`config.mk`:
```
export PLATFORM = sky130hd
export DESIGN_NAME = instruction_loader_flat
export DESIGN_NICKNAME = d
export VERILOG_FILES = /design/src/rtl/instruction_loader_if.sv /design/src/rtl/instruction_loader.sv /design/src/flat_wrapper.sv
export SDC_FILE = /design/constraint.sdc
export NUM_CORES = 1
export LEC_CHECK = 0
export ABC_AREA = 0
export ABC_CLOCK_PERIOD_IN_PS = 2900
export CAP_MARGIN = 20
export CORE_MARGIN = 1
export CORE_UTILIZATION = 35
export CTS_CLUSTER_SIZE = 8
export DETAILED_ROUTE_END_ITERATION = 10
export PLACE_DENSITY = 0.6
export SYNTH_ARGS = -nofsm -noshare
export SYNTH_HDL_FRONTEND = slang
export SYNTH_SLANG_ARGS = --single-unit
```
`constraint.sdc`:
```
create_clock -name clk -period 2.9 [get_ports clk]
set_clock_uncertainty 0.2 [all_clocks]
set_input_delay 0.29 -clock clk [delete_from_list [all_inputs] [get_ports clk]]
set_output_delay 0.29 -clock clk [all_outputs]
set_load 0.01 [all_outputs]
```
`src/rtl/instruction_loader_if.sv`:
```
// instruction_loader_if: byte-stream handshake and instruction-memory write port
//   byte_valid/byte_data/byte_ready : incoming byte stream, MSB of each word first
//   wr_en/wr_addr/wr_data           : one-cycle word write at a word index
//   master = loader side, slave = byte source / memory side
interface instruction_loader_if #(parameter int ADDR_WIDTH = 32);
  logic                  byte_valid;
  logic [7:0]            byte_data;
  logic                  byte_ready;
  logic                  wr_en;
  logic [ADDR_WIDTH-1:0] wr_addr;
  logic [31:0]           wr_data;
  modport master(input byte_valid, byte_data, output byte_ready, wr_en, wr_addr, wr_data);
  modport slave(output byte_valid, byte_data, input byte_ready, wr_en, wr_addr, wr_data);
endinterface

```
`src/rtl/instruction_loader.sv`:
```
// instruction_loader: packs a byte stream into 32-bit words written at indices 0..NUM_WORDS-1
//   clk, reset_n : clock, synchronous active-low reset
//   start, abort : one-cycle pulses that begin / end a load
//   bus          : byte stream in, instruction-memory write port out
//   word_count   : words written in the current load
//   done, error  : load finished (held); aborted with a partial word (held)
module instruction_loader #(
  parameter int NUM_WORDS  = 3,
  parameter int ADDR_WIDTH = 32
) (
  input  logic                   clk,
  input  logic                   reset_n,
  input  logic                   start,
  input  logic                   abort,
  instruction_loader_if.master   bus,
  output logic [ADDR_WIDTH-1:0]  word_count,
  output logic                   done,
  output logic                   error
);
  typedef enum logic [1:0] {IDLE, LOAD, WRITE, DONE} state_t;
  state_t                state;
  logic [1:0]            byte_cnt;
  logic [31:0]           shift;
  logic [ADDR_WIDTH-1:0] addr;
  logic                  accept;
  assign accept       = bus.byte_valid & bus.byte_ready;
  assign bus.wr_data  = shift;
  assign bus.wr_addr  = addr;
  // the write index and the count of written words always move together
  assign word_count   = addr;
  always_ff @(posedge clk) begin
    if (!reset_n) begin
      state          <= IDLE;
      byte_cnt       <= '0;
      shift          <= '0;
      addr           <= '0;
      bus.byte_ready <= 1'b0;
      bus.wr_en      <= 1'b0;
      done           <= 1'b0;
      error          <= 1'b0;
    end else begin
      case (state)
        IDLE, DONE: if (start) begin
          state          <= LOAD;
          addr           <= '0;
          byte_cnt       <= '0;
          error          <= 1'b0;
          done           <= 1'b0;
          bus.byte_ready <= 1'b1;
        end
        LOAD: if (abort) begin
          // abort beats a simultaneous byte; a partial word is flagged, never written
          state          <= DONE;
          done           <= 1'b1;
          error          <= byte_cnt != 2'd0;
          bus.byte_ready <= 1'b0;
        end else if (accept) begin
          shift    <= {shift[23:0], bus.byte_data};
          byte_cnt <= byte_cnt + 2'd1;
          if (byte_cnt == 2'd3) begin
            state          <= WRITE;
            bus.wr_en      <= 1'b1;
            bus.byte_ready <= 1'b0;
          end
        end
        WRITE: begin
          bus.wr_en <= 1'b0;
          addr      <= addr + 1'b1;
          byte_cnt  <= '0;
          if (addr == ADDR_WIDTH'(NUM_WORDS - 1)) begin
            state <= DONE;
            done  <= 1'b1;
          end else begin
            state          <= LOAD;
            bus.byte_ready <= 1'b1;
          end
        end
        default: state <= IDLE;
      endcase
    end
  end
endmodule
```
`src/flat_wrapper.sv`:
```
// flat-port wrapper written by rule: the top's interface ports become plain ports
module instruction_loader_flat 
#(
  parameter int NUM_WORDS  = 3,
  parameter int ADDR_WIDTH = 32
)
  (clk, reset_n, start, abort, word_count, done, error, bus_byte_valid, bus_byte_data, bus_byte_ready, bus_wr_en, bus_wr_addr, bus_wr_data);
  instruction_loader_if #(.ADDR_WIDTH(ADDR_WIDTH)) bus_i ();
  input  logic clk;
  input  logic reset_n;
  input  logic start;
  input  logic abort;
  output logic [ADDR_WIDTH-1:0] word_count;
  output logic done;
  output logic error;
  input wire logic [$bits(bus_i.byte_valid)-1:0] bus_byte_valid;
  input wire logic [$bits(bus_i.byte_data)-1:0] bus_byte_data;
  output wire logic [$bits(bus_i.byte_ready)-1:0] bus_byte_ready;
  output wire logic [$bits(bus_i.wr_en)-1:0] bus_wr_en;
  output wire logic [$bits(bus_i.wr_addr)-1:0] bus_wr_addr;
  output wire logic [$bits(bus_i.wr_data)-1:0] bus_wr_data;
  assign bus_i.byte_valid = bus_byte_valid;
  assign bus_i.byte_data = bus_byte_data;
  assign bus_byte_ready = bus_i.byte_ready;
  assign bus_wr_en = bus_i.wr_en;
  assign bus_wr_addr = bus_i.wr_addr;
  assign bus_wr_data = bus_i.wr_data;
  instruction_loader #(.NUM_WORDS(NUM_WORDS), .ADDR_WIDTH(ADDR_WIDTH)) u_core (.clk(clk), .reset_n(reset_n), .start(start), .abort(abort), .bus(bus_i), .word_count(word_count), .done(done), .error(error));
endmodule
```
**Word-level counts from Yosys, hierarchy flattened**

Index checks and enable logic that the tools add are counted.

- Logic and storage cells: 68
- Bits of input ports: 13
- Bits in registers: 72

- Multiplexer cells: 28
- Eq/ne operators: 14
- $add $sub $neg: 2
- Reductions and logical operators: 14
- Bitwise gates (word level): 2

Operators by type and width:

| cell | number |
|---|---|
| $pmux W32 S2 | 1 |
| $add A32 B1 Y32 const B | 1 |
| $eq A32 B2 Y1 const B | 1 |
| $mux W32 | 1 |
| $mux W2 | 8 |
| $reduce_and A3 Y1 | 5 |
| $mux W1 | 12 |
| $pmux W2 S3 | 2 |
| $ne A2 B2 Y1 const B | 4 |
| $reduce_and A4 Y1 | 2 |
| $reduce_bool A2 Y1 | 4 |
| $eq A2 B2 Y1 const B | 3 |
| $ne A2 B1 Y1 const B | 3 |
| $ne A3 B2 Y1 const B | 2 |
| $pmux W1 S3 | 2 |
| $pmux W1 S2 | 2 |
| $add A2 B1 Y2 const B | 1 |
| $eq A2 B1 Y1 const B | 1 |
| $logic_not A2 Y1 | 1 |
| $reduce_and A2 Y1 | 1 |
| $reduce_or A2 Y1 | 1 |
| $and A1 B1 Y1 | 1 |
| $not A1 Y1 | 1 |

**Logic depth before layout (Yosys ltp)**

- Depth in word-level cells: 5
- Gate-level depth with buffers: 8
- Depth with buffers taken out: 6

**Worst setup path before layout**

OpenSTA, ideal clock, no wires.

- Path kind: flip-flop to flip-flop
- Start: register u_core.state[0]
- End: register u_core.addr[28], in the netlist u_core.bus.wr_addr[28]
- Path slack: 0.734 ns
- Setup time: 0.071 ns
- Data required time: 2.629 ns
- Stages on the path, launching flop included: 9
- Data arrival time: 1.896 ns
- Cells stage by stage: dfxtp_1 > inv_1 > ha_1 > buf_4 > mux2_2 > nand3_1 > buf_2 > or4_1 > a21oi_1

- Word-level cells in the longest chain between the ends: 4
- Elaborated cells between the ends (all ways): 8

RTL lines:

| item | line | source |
|---|---|---|
| start, declared | instruction_loader.sv:21 | `state_t state;` |
| start signal, assigned | instruction_loader.sv:33 | `state <= IDLE;` |
| start signal, assigned | instruction_loader.sv:44 | `state <= LOAD;` |
| start signal, assigned | instruction_loader.sv:53 | `state <= DONE;` |
| $eq A2 B2 Y1 / $logic_not A2 Y1 (equally long branches) | instruction_loader.sv:42 | `case (state)` |
| $reduce_or A2 Y1 | instruction_loader.sv:42 |  |
| $ne A2 B2 Y1 (no line) / $reduce_bool A2 Y1 (equally long branches) | n/a |  |
| $reduce_and A2 Y1 (no line) | n/a |  |
| end signal, assigned | instruction_loader.sv:68 | `addr <= addr + 1'b1;` |
| end, declared | instruction_loader.sv:24 | `logic [ADDR_WIDTH-1:0] addr;` |

Parallel ways exist; a longest one is shown, timed or not.
A chain may end at the register's enable or synchronous reset.

**Worst setup path in the final report**

- Start: register u_core.state[0]
- End: register u_core.addr[22], in the netlist u_core.bus.wr_addr[22]

The elaborated chain is that of the path after synthesis.

==> metrics <==
Antenna diodes 0; iteration-0 DRC count of the detailed router 169; unrepaired setup endpoints after global routing no; sequential power share 0.409; DIE AREA 10510 um2; Net Count, Synth 457; Leak 0.001513 uW; peak supply drop 494.7 uV; Area after DPL 4514 um2; Pwr Density 544.8 nW/um2; ys async rst share 0; Post-CTS Resized 0; root buffer cell clkbuf_8; total CTS buffers 9; synth unique cells 45; Post-synth EDFFs 0; max-slew violations 0; Worst Path Max Fanout 13; Synth Cell Area 3535 um2; DP Wirelength 6.385 mm; synthesized instance count 438; Filler cells 953; H-tree level count 3; Synth Warn # 0; Setup crit end kind flop; Storage cell area 1441 um2; Synth Flop Type dfxtp_1; # DRC 0; P_int 1815 uW; max_cap viols 0; initial cell density of the core 0.3616; Worst Tran Pin Value 744.3 ps; via/cell ratio 5.111; # Post-CTS Setup Buffers 0; critical path startpoint category flop; post-synthesis sequential area ratio 0.4078; net load switching power 781.7 uW; area of the multi-input gates 1707 um2; logic gate share of total power 0.202; Remaining Overflow, GRT 0; gr usage total 0.1741; io pins 113; endpoints failing setup 0; fin nets 529; Required @ worst endpoint 2990 ps; Sw Share 0.3011; CTS Hold Bufs 0; fmax 0.3989 GHz; Fin. Hold Viols 0; Min-Delay Path Class reg -> reg; Slew HR 0.5028; Routed Antenna Nets 0; drt pass-1 iters 4; largest net degree at the start of global routing 37; Finished Cell Area 4766 um2; WL final 9.255 mm; Reg clk slew, reported paths 80 ps; TNS Setup 0 ps; DR WL/cell 14.28 um; status finished clean; synthesized area per cell 8.070 um2; initial antenna violation count 0; clock tree buffer depth 2; port bufs 112; Num Clock Sinks 72; period utilization 0.8644; Vias 3312; critical path class reg -> reg; Worst EP arrival 2600 ps; vias in the first global route 2855; RePlAce Congestion 0.7422; clk_lat worst skew 360 ps; crit path time final 2507 ps; Synth Register Bits 72; hold slack 258.1 ps; core area 9774 um2; Die X 102.5 um; first-pass GRT wire length 14.18 mm; Area Overhead vs Synth 34.83%; share of post-route cells with drive strength above 1 0.04660; Clk network pwr share 0.389; row count 36; CTS tree done; chip height 102.5 um
[worst max-delay path, stage by stage (launching register included)]
cell and delay (ps):
dfxtp_1 340, inv_1 60, ha_1 420, mux2_2 330
nand3_1 350, or4_1 580, a21oi_1 150
[cell usage after synthesis (2+ instances only)]
cell type	count	area (um2)
nand2b_1	3	18.77
nor4_1	11	68.82
dfxtp_1	72	1441
inv_1	10	37.54
and3_1	3	18.77
ha_1	6	75.07
or4_1	16	120.1
mux2i_1	4	40.04
nor4b_1	2	17.52
and2_1	2	12.51
buf_2	3	15.01
o21ai_0	7	35.03
nand2_1	83	311.6
nor2_1	15	56.30
a21oi_1	60	300.3
o31ai_1	18	135.1
nand3_1	14	70.07
xnor2_1	6	52.55
nand3b_1	2	15.01
a21o_1	2	15.01
nor2b_1	4	25.02
or3_1	4	25.02
nor3_1	7	35.03
a211oi_1	2	15.01
buf_4	33	247.7
nor3b_1	2	15.01
clkbuf_1	18	67.56
nand4_1	9	56.30
and4_1	4	35.03
[path summary, 6_finish.rpt]
kind         depth (start not counted)  slack (ps)                      to                   start
max                                  6         390  u_core.bus.wr_addr[22]         u_core.state[0]
min                                  2         260  u_core.bus.wr_data[26]  u_core.bus.wr_data[26]
max reg2reg                          6         390  u_core.bus.wr_addr[22]         u_core.state[0]
min reg2reg                          2         260  u_core.bus.wr_data[26]  u_core.bus.wr_data[26]
[kinds of logic (layout without fill, tap and decap cells)]
logic type	Yosys count	after routing	share of synthesized area
AND/OR/NAND/NOR	186	186	0.2719
AO/OA/AOI/OAI	95	95	0.1579
flip-flops	72	72	0.4078
buffers and inverters	67	144	0.1094
XOR/XNOR	7	7	0.01735
adder cells (fa/ha/maj)	6	6	0.02124
multiplexers	5	5	0.01451
[stage by stage]
step / utilization / setup WS, ps / power, uW / instances
6_report: 0.4876 / 393.2 / 2596 / 648
2_1_floorplan: - / 733.9 / 1438 / 438
3_3_place_gp: 0.4619 / 481.0 / 1597 / 632
3_5_place_dp: 0.4619 / 414.5 / 1603 / 632
4_1_cts: 0.4876 / 385.7 / 2616 / 648
5_1_grt: 0.4876 / 267.7 / 2696 / 648
[area by class of cell]
class / count / share of cell area
sequential: 72 / 0.3024
timing repair buffer: 117 / 0.2431
multi-input combinational: 299 / 0.3581
tap: 133 / 0.03492
inverter: 11 / 0.008664
clock buffer: 9 / 0.02599
clock inverter: 7 / 0.02678
[sequential cells by signal, indices dropped and copies added (netlist names)]
register / cells
u_core.state: 2
u_core.bus.wr_data: 32
u_core.bus.wr_en: 1
u_core.bus.byte_ready: 1
u_core.byte_cnt: 2
u_core.done: 1
u_core.bus.wr_addr: 32
u_core.error: 1
[layer usage]
layer	track usage	vias up	wire [um]	share of wire
li1	-	1673	-	-
met1	0.2343	1533	4384	0.47
met2	0.2764	95	4313	0.47
met3	0.02983	11	409	0.044
met4	0.07143	0	148	0.016
met5	0	-	0	0
[cell usage in the layout, fill, tap and decap left out, types with 2 or more instances in the layout]
master	Yosys	routed
dfxtp_1	72	72
nand3b_1	2	2
nand2b_1	3	3
a21o_1	2	2
bufinv_16	0	3
or3_1	4	4
clkbuf_8	0	9
inv_1	10	10
nor2_1	15	15
o21ai_0	7	7
nand4_1	9	9
clkinv_4	0	2
ha_1	6	6
xnor2_1	6	6
and3_1	3	3
a211oi_1	2	2
mux2i_1	4	4
or4_1	16	16
nor3_1	7	7
and2_1	2	2
nor4b_1	2	2
nor4_1	11	11
nor2b_1	4	4
nand2_1	83	83
o31ai_1	18	18
clkdlybuf4s50_1	0	112
nor3b_1	2	2
a21oi_1	60	60
nand3_1	14	14
buf_4	33	5
and4_1	4	4
[power by group through the flow]
stage	combinational (uW)	clock [uW]	sequential (uW)
after floorplan	351	0	1090
after global placement	513	0	1080
after detailed placement	518	0	1080
after CTS	521	1030	1060
after global routing	572	1060	1070
final	524	1010	1060
No activity file was read; power rests on OpenSTA's default activity.
